### src/rtl/exgcd_sched_if.sv
// rtl/exgcd_sched_if.sv - request, engine and response bus bundle for exgcd_sched
interface exgcd_sched_if #(
    parameter int NREQ = 4,
    parameter int W    = 8,
    parameter int IDW  = 2
);
    logic [NREQ-1:0]   req_valid;
    logic [NREQ-1:0]   req_ready;
    logic [NREQ*W-1:0] req_a;
    logic [NREQ*W-1:0] req_b;

    logic              eng_valid;
    logic [W-1:0]      eng_a;
    logic [W-1:0]      eng_b;
    logic              eng_done;
    logic [W-1:0]      eng_gcd;
    logic [W-1:0]      eng_inv;

    logic              rsp_valid;
    logic              rsp_ready;
    logic [IDW-1:0]    rsp_id;
    logic [W-1:0]      rsp_gcd;
    logic [W-1:0]      rsp_inv;
    logic              rsp_err;

    logic              busy;

    // Requesters, engine and response consumer side
    modport master (
        output req_valid, req_a, req_b,
        output eng_done, eng_gcd, eng_inv,
        output rsp_ready,
        input  req_ready,
        input  eng_valid, eng_a, eng_b,
        input  rsp_valid, rsp_id, rsp_gcd, rsp_inv, rsp_err,
        input  busy
    );

    // Scheduler side
    modport slave (
        input  req_valid, req_a, req_b,
        input  eng_done, eng_gcd, eng_inv,
        input  rsp_ready,
        output req_ready,
        output eng_valid, eng_a, eng_b,
        output rsp_valid, rsp_id, rsp_gcd, rsp_inv, rsp_err,
        output busy
    );
endinterface

### src/rtl/exgcd_sched.sv
// rtl/exgcd_sched.sv - round-robin scheduler sharing one extended-GCD engine
module exgcd_sched #(
    parameter int NREQ    = 4,
    parameter int W       = 8,
    parameter int IDW     = 2,
    parameter int TIMEOUT = 255
) (
    input  logic         clk,
    input  logic         rst_n,
    exgcd_sched_if.slave bus
);
    typedef enum logic [2:0] {
        S_IDLE,
        S_ISSUE,
        S_WAIT,
        S_CAPT,
        S_RESP
    } state_t;

    // Last counter value still inside the wait window; reaching it without
    // eng_done means the engine has used up its whole budget.
    localparam logic [15:0] CNT_LAST = 16'(TIMEOUT - 1);

    state_t         state;
    logic [IDW-1:0] ptr;
    logic [IDW-1:0] id_q;
    logic [15:0]    cnt;

    logic           grant_any;
    logic [IDW-1:0] grant_id;
    logic [W-1:0]   grant_a;
    logic [W-1:0]   grant_b;

    // Rotating priority search: first valid requester after ptr wins.
    // Scanning from the farthest candidate down lets the nearest one overwrite.
    always_comb begin
        grant_any = 1'b0;
        grant_id  = '0;
        for (int k = NREQ; k >= 1; k--) begin
            for (int i = 0; i < NREQ; i++) begin
                if (i == (int'(ptr) + k) % NREQ && bus.req_valid[i]) begin
                    grant_any = 1'b1;
                    grant_id  = IDW'(i);
                end
            end
        end
    end

    // Operand mux for the winning requester
    always_comb begin
        grant_a = '0;
        grant_b = '0;
        for (int i = 0; i < NREQ; i++) begin
            if (grant_id == IDW'(i)) begin
                grant_a = bus.req_a[i*W +: W];
                grant_b = bus.req_b[i*W +: W];
            end
        end
    end

    // One-hot accept strobe, only while idle and out of reset
    always_comb begin
        bus.req_ready = '0;
        if (rst_n && state == S_IDLE && grant_any) begin
            for (int i = 0; i < NREQ; i++) begin
                if (grant_id == IDW'(i)) begin
                    bus.req_ready[i] = 1'b1;
                end
            end
        end
    end

    // Scheduler FSM with registered engine and response outputs
    always_ff @(posedge clk or negedge rst_n) begin
        if (!rst_n) begin
            state         <= S_IDLE;
            ptr           <= IDW'(NREQ - 1);
            id_q          <= '0;
            cnt           <= '0;
            bus.eng_valid <= 1'b0;
            bus.eng_a     <= '0;
            bus.eng_b     <= '0;
            bus.rsp_valid <= 1'b0;
            bus.rsp_id    <= '0;
            bus.rsp_gcd   <= '0;
            bus.rsp_inv   <= '0;
            bus.rsp_err   <= 1'b0;
            bus.busy      <= 1'b0;
        end else begin
            case (state)
                S_IDLE: begin
                    if (grant_any) begin
                        id_q      <= grant_id;
                        bus.eng_a <= grant_a;
                        bus.eng_b <= grant_b;
                        bus.busy  <= 1'b1;
                        if (grant_b != '0) begin
                            bus.eng_valid <= 1'b1;
                            state         <= S_ISSUE;
                        end else begin
                            // gcd(a, 0) = a needs no engine round trip
                            bus.rsp_valid <= 1'b1;
                            bus.rsp_id    <= grant_id;
                            bus.rsp_gcd   <= grant_a;
                            bus.rsp_inv   <= '0;
                            bus.rsp_err   <= 1'b0;
                            state         <= S_RESP;
                        end
                    end
                end
                S_ISSUE: begin
                    bus.eng_valid <= 1'b0;
                    cnt           <= '0;
                    state         <= S_WAIT;
                end
                S_WAIT: begin
                    cnt <= cnt + 16'd1;
                    if (bus.eng_done) begin
                        state <= S_CAPT;
                    end else if (cnt == CNT_LAST) begin
                        bus.rsp_valid <= 1'b1;
                        bus.rsp_id    <= id_q;
                        bus.rsp_gcd   <= '0;
                        bus.rsp_inv   <= '0;
                        bus.rsp_err   <= 1'b1;
                        state         <= S_RESP;
                    end
                end
                S_CAPT: begin
                    // Engine results are only guaranteed stable one cycle after done
                    bus.rsp_valid <= 1'b1;
                    bus.rsp_id    <= id_q;
                    bus.rsp_gcd   <= bus.eng_gcd;
                    bus.rsp_inv   <= bus.eng_inv;
                    bus.rsp_err   <= 1'b0;
                    state         <= S_RESP;
                end
                S_RESP: begin
                    if (bus.rsp_ready) begin
                        ptr           <= id_q;
                        bus.rsp_valid <= 1'b0;
                        bus.busy      <= 1'b0;
                        state         <= S_IDLE;
                    end
                end
                default: begin
                    state <= S_IDLE;
                end
            endcase
        end
    end
endmodule

### src/flat_wrapper.sv
// flat-port wrapper written by rule: the top's interface ports become plain ports
module exgcd_sched_flat 
#(
    parameter int NREQ    = 4,
    parameter int W       = 8,
    parameter int IDW     = 2,
    parameter int TIMEOUT = 255
)
  (clk, rst_n, bus_req_valid, bus_req_a, bus_req_b, bus_eng_done, bus_eng_gcd, bus_eng_inv, bus_rsp_ready, bus_req_ready, bus_eng_valid, bus_eng_a, bus_eng_b, bus_rsp_valid, bus_rsp_id, bus_rsp_gcd, bus_rsp_inv, bus_rsp_err, bus_busy);
  exgcd_sched_if #(.NREQ(NREQ), .W(W), .IDW(IDW)) bus_i ();
  input  logic clk;
  input  logic rst_n;
  input wire logic [$bits(bus_i.req_valid)-1:0] bus_req_valid;
  input wire logic [$bits(bus_i.req_a)-1:0] bus_req_a;
  input wire logic [$bits(bus_i.req_b)-1:0] bus_req_b;
  input wire logic [$bits(bus_i.eng_done)-1:0] bus_eng_done;
  input wire logic [$bits(bus_i.eng_gcd)-1:0] bus_eng_gcd;
  input wire logic [$bits(bus_i.eng_inv)-1:0] bus_eng_inv;
  input wire logic [$bits(bus_i.rsp_ready)-1:0] bus_rsp_ready;
  output wire logic [$bits(bus_i.req_ready)-1:0] bus_req_ready;
  output wire logic [$bits(bus_i.eng_valid)-1:0] bus_eng_valid;
  output wire logic [$bits(bus_i.eng_a)-1:0] bus_eng_a;
  output wire logic [$bits(bus_i.eng_b)-1:0] bus_eng_b;
  output wire logic [$bits(bus_i.rsp_valid)-1:0] bus_rsp_valid;
  output wire logic [$bits(bus_i.rsp_id)-1:0] bus_rsp_id;
  output wire logic [$bits(bus_i.rsp_gcd)-1:0] bus_rsp_gcd;
  output wire logic [$bits(bus_i.rsp_inv)-1:0] bus_rsp_inv;
  output wire logic [$bits(bus_i.rsp_err)-1:0] bus_rsp_err;
  output wire logic [$bits(bus_i.busy)-1:0] bus_busy;
  assign bus_i.req_valid = bus_req_valid;
  assign bus_i.req_a = bus_req_a;
  assign bus_i.req_b = bus_req_b;
  assign bus_i.eng_done = bus_eng_done;
  assign bus_i.eng_gcd = bus_eng_gcd;
  assign bus_i.eng_inv = bus_eng_inv;
  assign bus_i.rsp_ready = bus_rsp_ready;
  assign bus_req_ready = bus_i.req_ready;
  assign bus_eng_valid = bus_i.eng_valid;
  assign bus_eng_a = bus_i.eng_a;
  assign bus_eng_b = bus_i.eng_b;
  assign bus_rsp_valid = bus_i.rsp_valid;
  assign bus_rsp_id = bus_i.rsp_id;
  assign bus_rsp_gcd = bus_i.rsp_gcd;
  assign bus_rsp_inv = bus_i.rsp_inv;
  assign bus_rsp_err = bus_i.rsp_err;
  assign bus_busy = bus_i.busy;
  exgcd_sched #(.NREQ(NREQ), .W(W), .IDW(IDW), .TIMEOUT(TIMEOUT)) u_core (.clk(clk), .rst_n(rst_n), .bus(bus_i));
endmodule
### config.mk
export PLATFORM = sky130hd
export DESIGN_NAME = exgcd_sched_flat
export DESIGN_NICKNAME = d
export VERILOG_FILES = /design/src/rtl/exgcd_sched_if.sv /design/src/rtl/exgcd_sched.sv /design/src/flat_wrapper.sv
export SDC_FILE = /design/constraint.sdc
export NUM_CORES = 1
export LEC_CHECK = 0
export BUFFER_PORTS_ARGS = -buffer_cell sky130_fd_sc_hd__clkbuf_2
export CORE_MARGIN = 10
export CORE_UTILIZATION = 45
export DETAILED_ROUTE_END_ITERATION = 10
export PLACE_DENSITY = 0.88
export SETUP_SLACK_MARGIN = 0.02
export SYNTH_ARGS = -nofsm -noshare
export SYNTH_HDL_FRONTEND = slang
export SYNTH_SLANG_ARGS = --single-unit
### constraint.sdc
create_clock -name clk -period 2.45 [get_ports clk]
set_clock_uncertainty 0.05 [all_clocks]
set_input_delay 0.49 -clock clk [delete_from_list [all_inputs] [get_ports clk]]
set_output_delay 0.49 -clock clk [all_outputs]
set_load 0.01 [all_outputs]
==> flow_metrics.tcl, run 1 <==
set metrics [dict create \
    status "complete, but fails checks" \
    failed_checks "setup timing" \
    pre_cts_ws_ns -0.468 \
    grt_usage_pct 19.3 \
    finalCriticalPeriod_ns 2.74 \
    synth_area_um2 3380 \
    fin_nets 585 \
    synth_ff_type "dfrtp_1" \
    final_common_cell "clkbuf_2" \
    cp-end-kind "register" \
    hpwl_um 8380 \
    drive_above_1_share_pct 40.8 \
    io_pins 130 \
    start_util_pct 46.4 \
    final_util_pct 63.5 \
    antenna_left 0 \
    crit_path_top_delay_cell "dfstp_2" \
    antenna_found_initial 0 \
    clkTransAtPathRegs_ns 0.08 \
    synth-edff-count 0 \
    drc 0 \
    dr.pass1.iters 4 \
    cp_data_required_time_ns 2.62 \
    yosysWarnings 0 \
    worst_slew_pin_slew_ns 0.779 \
    final_cell_mix "clkbuf_2, nand2_1, dfrtp_1" \
    hold_buffers 0 \
    numClockSinks 61 \
    cap_violations 0 \
    finalWorstSetupSlack_ns -0.288 \
    grt_pass1_wl_um 17700 \
    fin_hold_ws_ns 0.316 \
    drtIter0Drc 208 \
    critical_path_class "reg2reg" \
    final-hold-violation-count 0 \
    pwr_density_cell_nw_per_um2 1220 \
    drv_slew 0 \
    hp-class "in2reg" \
    startpoint_type "register" \
    ir_worst_vdd_uv 491 \
    grt_pass1_vias 3542 \
    post_drt_wl_per_cell_um 18.9 \
    synthCells 352 \
    syn_nets 442 \
    synth_cell_types 44 \
    core_um2 7290 \
    num_antenna_cells 0 \
    max_freq_mhz 365 \
    htreeDepth 3 \
    io_buffers 129 \
    viasPerCell 5.60 \
    grt_max_degree 62 \
    vias 3354 \
    cts-root-buf "clkbuf_8" \
    grt_overflow 0 \
    arrival_ns 2.91 \
    final-setup-viol-count 26 \
    layout_worst_path_cycle_share_pct 112 \
    gp_congestion 0.908 \
    ys_seq_area_share_pct 45.2 \
    cts_buffer_depth 2 \
    drt_wl_total_um 11300 \
    rsz0062_at_grt "yes" \
    dieWidth_um 107 \
    cts_buffers 9 \
    cpPeakStageDelay_ns 0.56 \
    crit_top_cell "buf_12" \
    synth_seq_cells 61 \
    cts_tree "done" \
    critPathMaxFanout 20 \
    std_cell_rows 31 \
    postSynth.asyncResetShare_pct 100 \
    power_w 0.00565 \
    area_delta_synth_final_pct 37.0 \
    avgSynthCellArea_um2 9.61 \
    die-height_um 107 \
    p_leak_nw 2.46 \
    dieArea_um2 11400 \
    worstSkewPairLatency_ns 0.34 \
    max_slew_margin_pct 48.1 \
    cp_cell_sequence "nor3b_2, a311o_2, buf_12, mux2i_1, mux2_2, nor4_4, a21oi_2, buf_12, mux2_4" \
    tns_ns -5.24 \
]
-- cell usage after synthesis, types with 4 or more instances --
master    count  area share [%]
a22o_1        9             2.3
and3_1        5            0.92
clkbuf_1     18             2.0
dfrtp_1      59              44
mux2_1        5             1.7
mux2_4       10             4.4
mux2i_1      35              10
nand2_1      82             9.1
nand2b_1      4            0.74
nand3_1      26             3.8
nor2_1       18             2.0
o21ai_1      26             3.8
or4_1         5             1.1
-- state kept, by name (all words and copies together) (netlist names) --
name / count
u_core.bus.busy: 1
u_core.bus.eng_a: 8
u_core.bus.eng_b: 8
u_core.bus.eng_valid: 1
u_core.bus.rsp_err: 1
u_core.bus.rsp_gcd: 8
u_core.bus.rsp_id: 2
u_core.bus.rsp_inv: 8
u_core.bus.rsp_valid: 1
u_core.cnt: 16
u_core.id_q: 2
u_core.ptr: 2
u_core.state: 3
-- timing repair --
action / CTS / global route
hold endpoints to repair: 0 / 0
gates resized for setup: 18 / 10
buffers inserted: 6 / 2
pin swaps: 6 / 4
gates cloned: 1 / 0
endpoints found under the setup margin: 27 / 27
-- report_power, final --
part / switching [W] / internal, W
clock network: 0.000433 / 0.000504
registers: 0.000261 / 0.00141
logic: 0.00163 / 0.00140
-- final cells by class --
class / instances / area (µm²)
clock buffer: 10 / 138
clock inverter: 6 / 68.8
fill: 568 / 2660
inverter: 3 / 11.3
multi-input combinational: 265 / 1820
sequential: 61 / 1530
tap: 99 / 124
timing repair buffer: 155 / 942
-- critical path: cells and delay by family (launching register included) --
| family | cells | cell delay, ns |
|---|---|---|
| AO/OA/AOI/OAI | 2 | 0.55 |
| buffers and inverters | 2 | 0.33 |
| flip-flops | 1 | 0.56 |
| multiplexers | 3 | 0.71 |
| AND/OR/NAND/NOR | 2 | 0.41 |
-- worst paths after layout --
kind | slack [ns] | to | cells past startpoint | from
hold / removal | 0.32 | u_core.bus.rsp_inv[4] | 2 | bus_eng_inv[4]
hold reg to reg | 0.43 | u_core.bus.eng_valid | 1 | u_core.bus.eng_valid
max in group asynchronous | 1.45 | u_core.state[1] | 2 | rst_n
setup reg to reg | -0.29 | u_core.bus.rsp_gcd[7] | 9 | u_core.ptr[1]
setup / recovery | -0.29 | u_core.bus.rsp_gcd[7] | 9 | u_core.ptr[1]
min in group asynchronous | 0.39 | u_core.bus.rsp_valid | 2 | rst_n
-- logic make-up (layout without fill, tap and decap cells) --
group | Yosys count | in the layout | share of synthesized area [%]
AND/OR/NAND/NOR | 160 | 160 | 22.3
AO/OA/AOI/OAI | 47 | 47 | 8.84
adder cells (fa/ha/maj) | 2 | 2 | 0.740
multiplexers | 56 | 56 | 19.5
flip-flops | 61 | 61 | 45.2
buffers and inverters | 26 | 174 | 3.40
-- metrics by stage --
| step | instances | cell area (µm²) |
|---|---|---|
| after detailed placement | 576 | 4230 |
| after CTS | 598 | 4580 |
| after global routing | 599 | 4630 |
| final | 599 | 4630 |
| after floorplan | 352 | 3430 |
| after global placement | 576 | 4230 |
-- per-layer routing --
metal	track usage [%]	up-vias	wire length, µm
li1	-	1527	-
met1	20.0	1615	4330
met2	32.9	181	5520
met3	8.38	31	1190
met4	9.09	0	315
met5	0	-	0
Power figures use the tool's default switching activity.
==> inputs of run 2 (changes only) <==
--- a/config.mk
+++ b/config.mk
@@ -9,7 +9,7 @@
 export CORE_MARGIN = 10
 export CORE_UTILIZATION = 45
 export DETAILED_ROUTE_END_ITERATION = 10
-export PLACE_DENSITY = 0.88
+export PLACE_DENSITY = 0.77
 export SETUP_SLACK_MARGIN = 0.02
 export SYNTH_ARGS = -nofsm -noshare
 export SYNTH_HDL_FRONTEND = slang
==> run 2 against run 1 <==
  * The flow still finishes with violations (setup timing)
  * Die area is the same
  * Non-clock buffer count is 4 higher
  * Critical endpoint is now u_core.bus.rsp_gcd[5]
  * First-iteration DRC count fell by 19%
  * Sequential power barely moved
  * Cell count up 0.50%
  * Wire length shrank 9.2%
  * Clock power is 9% higher
  * Total power up 0.13%
  * Maximum frequency increased by 1.1%
  * Final area rose by 0.57%
==> flow_metrics.tcl, run 2 (synthesis results as in run 1) <==
set metrics [dict create \
    hp-class "in2reg" \
    ir_worst_vdd_uv 600 \
    layout_worst_path_cycle_share_pct 111 \
    reg2regPathDepth 8 \
    vias 3179 \
    post-route-cell-area_um2 4660 \
    final_cells 602 \
    grt_usage_pct 17.4 \
    critical_path_class "reg2reg" \
    largest_reg_flops 16 \
    antenna_found_initial 0 \
    regMostFlops "u_core.cnt" \
    regToRegSetupSlack_ns -0.26 \
    std_cell_rows 31 \
    crit_cells 8 \
    hold_depth 2 \
    nFillCells 611 \
    finalWorstSetupSlack_ns -0.258 \
    drtIter0Drc 169 \
    fin_hold_ws_ns 0.311 \
    crit_path_top_delay_cell "dfstp_2" \
    critical_path.top_delay_family "multiplexers" \
    drv_slew 0 \
    max_slew_margin_pct 49.7 \
    worst_slew_pin_slew_ns 0.754 \
    cpPeakStageDelay_ns 0.57 \
    grt_max_degree 62 \
    worstSkewPairLatency_ns 0.34 \
    viasPerCell 5.28 \
    final_common_cell "clkbuf_2" \
    grt_pass1_vias 3274 \
    numClockSinks 61 \
    final-setup-viol-count 25 \
    dp_cells 580 \
    gp_congestion 0.934 \
    dpl_cell_area_um2 4250 \
    grt_pass1_wl_um 16200 \
    final-hold-violation-count 0 \
    htreeDepth 3 \
    drc 0 \
    antenna_left 0 \
    cts_buffer_depth 2 \
    fin_nets 589 \
    startpoint_type "register" \
    cp_data_required_time_ns 2.63 \
    post_drt_wl_per_cell_um 17.1 \
    cts_buffers 9 \
    dr.pass1.iters 4 \
    die-height_um 107 \
    cp_cell_sequence "a21bo_1, a21oi_2, a211o_4, mux4_2, nor4_4, a21oi_2, buf_12, mux2_4" \
    hpwl_um 7760 \
    critPathMaxFanout 20 \
    cap_violations 0 \
    core_um2 7290 \
    cts-root-buf "clkbuf_8" \
    p_leak_nw 2.48 \
    dieWidth_um 107 \
    finalCriticalPeriod_ns 2.71 \
    cp-end-kind "register" \
    rsz0062_at_grt "yes" \
    path_buf_inv 1 \
    pwr_density_cell_nw_per_um2 1210 \
    io_buffers 129 \
    hold_buffers 0 \
    drive_above_1_share_pct 40.8 \
    max_freq_mhz 369 \
    final_cell_mix "clkbuf_2, nand2_1, dfrtp_1" \
    start_util_pct 46.4 \
    area_delta_synth_final_pct 37.7 \
    pre_cts_ws_ns -0.498 \
    status "complete, but fails checks" \
    drt_wl_total_um 10300 \
    num_antenna_cells 0 \
    cts_tree "done" \
    io_pins 130 \
    arrival_ns 2.89 \
    crit_top_cell "a21oi_2" \
    dieArea_um2 11400 \
    grt_overflow 0 \
    failed_checks "setup timing" \
    clkTransAtPathRegs_ns 0.07 \
]
## run 2: cell count changes in the layout (fill, tap and decap cells not counted), moves of 2 or more
cell    change
buf_12      -2
inv_6       -2
buf_8       +2
buf_4       +4
## run 2: cell type report
cell class	instances	area (µm²)	area share, %
Clock inverter	3	68.8	1.48
Multi-Input combinational cell	265	1810	38.8
Timing Repair Buffer	159	962	20.7
Clock buffer	12	155	3.33
Tap cell	99	124	2.66
Inverter	3	11.3	0.242
Sequential cell	61	1530	32.8
## run 2: repair_timing
| action | in CTS | in global routing |
|---|---|---|
| endpoints found under the setup margin | 27 | 27 |
| pin swaps | 5 | 5 |
| endpoints found under the hold margin | 0 | 0 |
| gates resized for setup | 16 | 11 |
| buffers inserted | 4 | 2 |
| gates cloned | 1 | 0 |
## run 2: power breakdown
part	internal [W]	switching (W)
combinational	0.00140	0.00156
clock	0.000625	0.000396
sequential	0.00141	0.000257
## run 2: layer usage
layer	routed length, µm	vias up	GRT usage (%)
li1	-	1531	-
met2	4940	144	28.4
met4	148	0	5.71
met5	0	-	0
met3	1150	13	7.43
met1	4080	1491	20.1
## run 2: path summary, 6_finish.rpt
kind | startpoint | to
max reg2reg | u_core.ptr[1] | u_core.bus.rsp_gcd[5]
max in group asynchronous | rst_n | u_core.bus.rsp_inv[1]
min in group asynchronous | rst_n | u_core.bus.eng_b[7]
min reg2reg | u_core.bus.eng_b[1] | u_core.bus.eng_b[1]
max | u_core.ptr[1] | u_core.bus.rsp_gcd[5]
min | bus_eng_inv[4] | u_core.bus.rsp_inv[4]
## run 2: metrics by stage
stage | TNS (ns) | utilization (%) | power [W]
finish | -4.53 | 63.9 | 0.00565
detailed placement | -10.19 | 58.2 | 0.00439
CTS | -5.09 | 63.1 | 0.00563
floorplan | -3.33 | - | 0.00348
global placement | -8.24 | 58.2 | 0.00431
global route | -6.77 | 63.9 | 0.00604
